## config.mk

```make
export PLATFORM = sky130hd
export DESIGN_NAME = fruit_control
export DESIGN_NICKNAME = d
export VERILOG_FILES = /design/src/rtl/fruit_control_pkg.sv /design/src/rtl/fruit_frame_counter.sv /design/src/rtl/fruit_control.sv
export SDC_FILE = /design/constraint.sdc
export NUM_CORES = 1
export LEC_CHECK = 0
export ABC_AREA = 0
export BUFFER_PORTS_ARGS = -buffer_cell sky130_fd_sc_hd__buf_2
export CORE_UTILIZATION = 52
export CTS_BUF_LIST = sky130_fd_sc_hd__clkbuf_4
export CTS_CLUSTER_SIZE = 24
export DETAILED_ROUTE_END_ITERATION = 10
export GPL_ROUTABILITY_DRIVEN = 1
export GPL_TIMING_DRIVEN = 0
export PLACE_DENSITY = 0.78
export SKIP_CTS_REPAIR_TIMING = 1
export SLEW_MARGIN = 20
export SYNTH_ARGS = -nofsm -noshare
export SYNTH_HDL_FRONTEND = slang
export SYNTH_SLANG_ARGS = --single-unit
```

## constraint.sdc

```tcl
create_clock -name clock -period 1.9 [get_ports clock]
set_clock_uncertainty 0.2 [all_clocks]
set_input_delay 0.19 -clock clock [delete_from_list [all_inputs] [get_ports clock]]
set_output_delay 0.19 -clock clock [all_outputs]
set_load 0.005 [all_outputs]
```

## src/rtl/fruit_control_pkg.sv

```systemverilog
// ============================================================================
// fruit_control_pkg
// ----------------------------------------------------------------------------
// Shared definitions for the fruit sequencer and the fruit datapath: FSM state
// encoding and screen/sprite geometry constants.
// Revision: 1.0 - initial release
// ============================================================================
`default_nettype none

package fruit_control_pkg;

  localparam int SCREEN_H         = 120;
  localparam int SPRITE_PX        = 16;
  // Top-row y at which a 16-px sprite touches the bottom of the screen.
  localparam int BOTTOM_Y_DEFAULT = SCREEN_H - SPRITE_PX;

  typedef enum logic [2:0] {
    S_IDLE      = 3'd0,
    S_NEW       = 3'd1,
    S_DRAW      = 3'd2,
    S_WAIT      = 3'd3,
    S_ERASE     = 3'd4,
    S_MOVE      = 3'd5,
    S_CHECK     = 3'd6,
    S_GAME_OVER = 3'd7
  } state_t;

endpackage

`default_nettype wire

```

## src/rtl/fruit_frame_counter.sv

```systemverilog
// ============================================================================
// fruit_frame_counter
// ----------------------------------------------------------------------------
// Counts frame ticks and flags the tick that completes FRAMES_PER_STEP frames.
// Ports:
//   clock, resetn  - clock, synchronous active-low reset
//   clear          - synchronous clear of the count
//   tick           - qualified frame tick
//   terminal       - high on the tick that completes the step
// Revision: 1.0 - initial release
// ============================================================================
`default_nettype none

module fruit_frame_counter #(
  parameter int FRAMES_PER_STEP = 1
) (
  input  logic clock,
  input  logic resetn,
  input  logic clear,
  input  logic tick,
  output logic terminal
);

  localparam int CW = 4;

  logic [CW-1:0] frame_cnt;

  assign terminal = tick && (frame_cnt == CW'(FRAMES_PER_STEP - 1));

  always_ff @(posedge clock) begin
    if (!resetn || clear) begin
      frame_cnt <= '0;
    end else if (terminal) begin
      frame_cnt <= '0;
    end else if (tick) begin
      frame_cnt <= frame_cnt + 1'b1;
    end
  end

endmodule

`default_nettype wire

```

## src/rtl/fruit_control.sv

```systemverilog
// ============================================================================
// fruit_control
// ----------------------------------------------------------------------------
// Sequencing FSM for the fruit datapath: spawn, draw, wait frames, erase, step
// down, then resolve cut/miss. Keeps the cut score and the lives counter.
// Ports:
//   clock, resetn          - clock, synchronous active-low reset
//   start                  - level, starts a game from IDLE / GAME_OVER
//   frame_tick             - one pulse per video frame
//   cut                    - blade touched the current fruit (pulse)
//   fruit_drawn            - datapath sprite sweep complete
//   fruit_y_position[6:0]  - datapath fruit top-row y
//   new_fruit, draw_fruit, move_fruit, erase - datapath strobes
//   plot                   - VGA write enable
//   number_of_fruits_cut   - saturating score
//   lives                  - remaining lives
//   game_over              - high in GAME_OVER
// Revision: 1.0 - initial release
// ============================================================================
`default_nettype none

module fruit_control
  import fruit_control_pkg::*;
#(
  parameter int LIVES           = 3,
  parameter int BOTTOM_Y        = BOTTOM_Y_DEFAULT,
  parameter int FRAMES_PER_STEP = 1
) (
  input  logic       clock,
  input  logic       resetn,
  input  logic       start,
  input  logic       frame_tick,
  input  logic       cut,
  input  logic       fruit_drawn,
  input  logic [6:0] fruit_y_position,
  output logic       new_fruit,
  output logic       draw_fruit,
  output logic       move_fruit,
  output logic       erase,
  output logic       plot,
  output logic [7:0] number_of_fruits_cut,
  output logic [2:0] lives,
  output logic       game_over
);

  state_t     state;
  state_t     next_state;
  logic       cut_latched;
  logic [6:0] y_prev;
  logic       step_done;
  logic       miss;
  logic       cut_window;

  fruit_frame_counter #(
    .FRAMES_PER_STEP(FRAMES_PER_STEP)
  ) u_frame_counter (
    .clock    (clock),
    .resetn   (resetn),
    .clear    (state == S_NEW),
    .tick     (frame_tick && (state == S_WAIT)),
    .terminal (step_done)
  );

  // A y that went backwards means the step wrapped past 127: off-screen.
  assign miss = (fruit_y_position >= 7'(BOTTOM_Y)) || (fruit_y_position < y_prev);

  assign cut_window = (state == S_DRAW) || (state == S_WAIT) ||
                      (state == S_ERASE) || (state == S_MOVE);

  always_comb begin
    next_state = state;
    case (state)
      S_IDLE:      if (start) next_state = S_NEW;
      S_NEW:       next_state = S_DRAW;
      S_DRAW:      if (fruit_drawn) next_state = S_WAIT;
      S_WAIT:      if (step_done) next_state = S_ERASE;
      S_ERASE:     if (fruit_drawn) next_state = S_MOVE;
      S_MOVE:      next_state = S_CHECK;
      S_CHECK: begin
        if (cut_latched)     next_state = S_NEW;
        else if (miss)       next_state = (lives <= 3'd1) ? S_GAME_OVER : S_NEW;
        else                 next_state = S_DRAW;
      end
      S_GAME_OVER: if (start) next_state = S_NEW;
      default:     next_state = S_IDLE;
    endcase
  end

  // Strobes are registered from next_state so they line up with the state
  // register and never depend combinationally on inputs.
  always_ff @(posedge clock) begin
    if (!resetn) begin
      state                <= S_IDLE;
      new_fruit            <= 1'b0;
      draw_fruit           <= 1'b0;
      move_fruit           <= 1'b0;
      erase                <= 1'b0;
      plot                 <= 1'b0;
      game_over            <= 1'b0;
      number_of_fruits_cut <= 8'd0;
      lives                <= 3'(LIVES);
      cut_latched          <= 1'b0;
      y_prev               <= 7'd0;
    end else begin
      state      <= next_state;
      new_fruit  <= (next_state == S_NEW);
      draw_fruit <= (next_state == S_DRAW) || (next_state == S_ERASE);
      erase      <= (next_state == S_ERASE);
      move_fruit <= (next_state == S_MOVE);
      game_over  <= (next_state == S_GAME_OVER);
      // One cycle late to match the datapath's registered pixel coordinates.
      plot       <= draw_fruit & ~fruit_drawn;

      if (((state == S_IDLE) || (state == S_GAME_OVER)) && start) begin
        number_of_fruits_cut <= 8'd0;
        lives                <= 3'(LIVES);
      end

      if (state == S_NEW) begin
        cut_latched <= 1'b0;
      end else if (cut && cut_window) begin
        cut_latched <= 1'b1;
      end

      if (state == S_MOVE) begin
        y_prev <= fruit_y_position;
      end

      if (state == S_CHECK) begin
        if (cut_latched) begin
          if (number_of_fruits_cut != 8'hFF) begin
            number_of_fruits_cut <= number_of_fruits_cut + 8'd1;
          end
        end else if (miss) begin
          lives <= lives - 3'd1;
        end
      end
    end
  end

endmodule

`default_nettype wire

```

==> impl_metrics.toml <==
[worst_setup_path]
crit_required_ns = 1.98
r2r_cells = 9
cp-startpoint = "y_prev[2]"
r2r_end = "lives[1]"
slowest_delay_ns = 0.33
crit_path_start_kind = "register"
endpoint = "lives[1]"
cp.arrival_ns = 2.22
reg2reg_from = "y_prev[2]"
cp_cell_sequence = "inv_1 -> ha_1 -> a21o_1 -> a31oi_2 -> o21ai_2 -> buf_6 -> a21oi_4 -> mux2_4 -> nand2_1"
r2r_slack_ns = -0.24
crit_path_end_kind = "register"
crit_type = "register to register"
cp_max_fo = 7
crit_path_top_delay_cell = "dfxtp_2"

[final_layout]
fillers = 253
drive_above_1_share = 0.323
area_delta_synth_final_pct = 29.5
stdcell_count = 292
antennaDiodeCount = 0
fin_nets = 272
stdcell_area_um2 = 2250

[grt]
busiest_layer = "met2"
met1_usage = 0.232
overflow = 0
grt_use_met2 = 0.378
antenna_found_initial = 0
met3_usage = 0.0606
grt_max_degree = 11
grt_use_total = 0.210
grt_pass1_wl_mm = 5.62
first_global_vias = 1352

[synthesis]
synth_area_um2 = 1740
synthMuxAreaShare = 0.0526
synth.ff_latch_count = 32
synth_compound_area_frac = 0.185
yosys.area.top_type = "dfxtp_1"
async_reset_ff_frac = 0
synth_cells = 197
synth_nets = 221
synth_edf_count = 0
yosysWarnings = 0
netlist.area_leader.share = 0.369
synth_ff_type = "dfxtp_1"
synth-xor-area-share = 0.0202
synth-seq-area-share = 0.369
ys_top_cells_by_area = "dfxtp_1, ha_1, mux2i_1, nor2_1, nor2b_1"
syn_area_per_cell_um2 = 8.82
yosys.area_share.simple = 0.251
synth.distinct_cells = 51
synth_fa_ha_area_frac = 0.0792
synth_top_family_by_area = "simple AND/OR/NAND/NOR gates"

[timing]
fin_crit_ns = 2.14
tightest_slew_ns = 0.682
fin_ws_ns = -0.241
fmax_mhz = 467
setup_tns_ns = -1.82
rsz0062_at_grt = "true"
drv_slew = 0
whs_ns = -0.0239
period_share = 1.13
relSlewSlack = 0.541
setup_viol = 11
hold_viol_final = 2

[clock_network]
cts_tree = "built"
cts_buffers = 5
clock_sinks = 32
clk_pin_slew_ns = 0.09
clock_tree.root_cell = "clkbuf_4"
clock_latency_ns = 0.33
htree_levels = 2
clk_path_buf_depth = 2

[power_and_ir_drop]
seqPwrFrac = 0.541
combPwrFrac = 0.168
ir_worst_vdd_v = 0.000342
swShare = 0.274
p_leak_nw = 1.01
intPower_mw = 0.930
p_per_area_nw_per_um2 = 569
p_clk_frac = 0.291
p_total_mw = 1.28
p_sw_mw = 0.351

[die]
initial_core_util = 0.560
die_h_um = 59.8
ios = 30
num_rows = 20
chipWidth_um = 59.8
coreArea_um2 = 3100
die_area_um2 = 3580

[run_status]
status = "finished with violations"
violations = "negative hold slack, negative setup slack"

[detailed_routing]
num_vias = 1597
drt-initial-drc-count = 41
drc = 0
totalWireLength_mm = 3.96
wire_per_inst_um = 13.5
drt_pass1_iterations = 4
final_antenna_net_count = 0
vias_per_cell = 5.47

[placement]
place.gp.congestion = 0.866
place_area_um2 = 1940
post-place-cells = 270
port_buffers = 29
pre_cts_slack_ns = -0.238
hpwl_mm = 2.62

[job]
cap_violations = 0

[hold_path]
min_path_type = "input pin to register"
min_path_cells = 3
-- cell type report --
cell class	count	area [µm²]	share of cell area
clock buffers	6	45.0	0.0200
plain buffers	6	30.0	0.0133
flip-flops and latches	32	649	0.288
multi-input cells	146	1140	0.505
inverters	13	48.8	0.0217
repair buffers	44	282	0.125
clock inverters	1	5.00	0.00222
well taps	44	55.1	0.0245
-- sequential cells by signal, summed over array words and instances, names as in the netlist --
register and cells:
u_frame_counter.frame_cnt 4, draw_fruit 1, lives 3, plot 1, number_of_fruits_cut 8, new_fruit 1, game_over 1, y_prev 7
move_fruit 1, erase 1, cut_latched 1, state 3
-- worst min path at each step --
stage / startpoint / end
floorplan: fruit_drawn / plot
global placement: fruit_drawn / plot
detailed placement: fruit_drawn / plot
CTS: fruit_drawn / plot
global route: fruit_y_position[4] / y_prev[4]
finish: fruit_y_position[5] / y_prev[5]
-- power by group through the flow --
stage	clock network [mW]	registers (mW)	logic (mW)
3_3_place_gp	0	0.707	0.166
2_1_floorplan	0	0.706	0.116
4_1_cts	0.381	0.693	0.171
3_5_place_dp	0	0.708	0.170
6_report	0.372	0.694	0.215
5_1_grt	0.404	0.695	0.235
-- worst max-delay path: cells and delay by family (launching register included) --
kind                     cells  cell delay [ns]
AO/OA/AOI/OAI                4             0.70
adder cells (fa/ha/maj)      1             0.30
buffers and inverters        2             0.18
flip-flops                   1             0.33
multiplexers                 1             0.32
AND/OR/NAND/NOR              1             0.06
-- cell usage after synthesis (3+ instances only) --
cell and n:
a21boi_0 3, a21oi_1 10, and2_1 3, buf_2 4
dfxtp_1 32, ha_1 11, inv_1 13, mux2i_1 8
nand2_1 11, nand3_1 5, nand3b_1 4, nand4_1 3
nor2_1 20, nor2b_1 9, nor3_1 3, nor3b_1 3
o211ai_1 3, o21a_1 3, o21ai_0 7, xor2_1 3
-- cell families after synthesis --
group / Yosys count
simple gates: 77
compound gates: 45
flops: 32
buf+inv: 19
fa+ha+maj: 11
mux: 9
xor+xnor: 4
-- stage by stage --
step / utilization / hold WS, ns
floorplan: - / 0.0616
global placement: 0.625 / 0.185
detailed placement: 0.625 / 0.189
CTS: 0.641 / -0.165
global route: 0.725 / 0.0156
finish: 0.725 / -0.0239
-- metal layers --
metal | vias up | routed length (µm)
met1 | 768 | 1730
li1 | 798 | -
met3 | 9 | 112
met4 | 0 | 85
met5 | - | 0
met2 | 22 | 2030
-- cells in the final DEF, fill, tap and decap left out, types with 2 or more instances in the layout --
master	netlist	layout
nor2_4	0	2
a21boi_0	3	3
o21ai_0	7	6
nand4b_1	2	2
clkbuf_1	2	2
nor3b_2	0	3
dfxtp_1	32	27
nand3b_1	4	4
o21a_1	3	3
buf_2	4	32
nand4_1	3	3
a21oi_4	0	3
mux2i_1	8	8
a21oi_1	10	8
nor2b_1	9	9
clkbuf_4	0	6
nor2_1	20	17
and2_1	3	3
inv_2	0	3
o211ai_1	3	3
or3_1	2	2
inv_1	13	10
dfxtp_2	0	4
nand2_1	11	11
ha_1	11	9
nor3_1	3	3
xor2_1	3	3
dlygate4sd3_1	0	8
nor2_2	1	2
buf_4	0	7
a21o_1	2	2
o21ai_1	2	3
ha_4	0	2
nand3_1	5	5
and3_1	2	2
(Power assumes the default switching activity.)
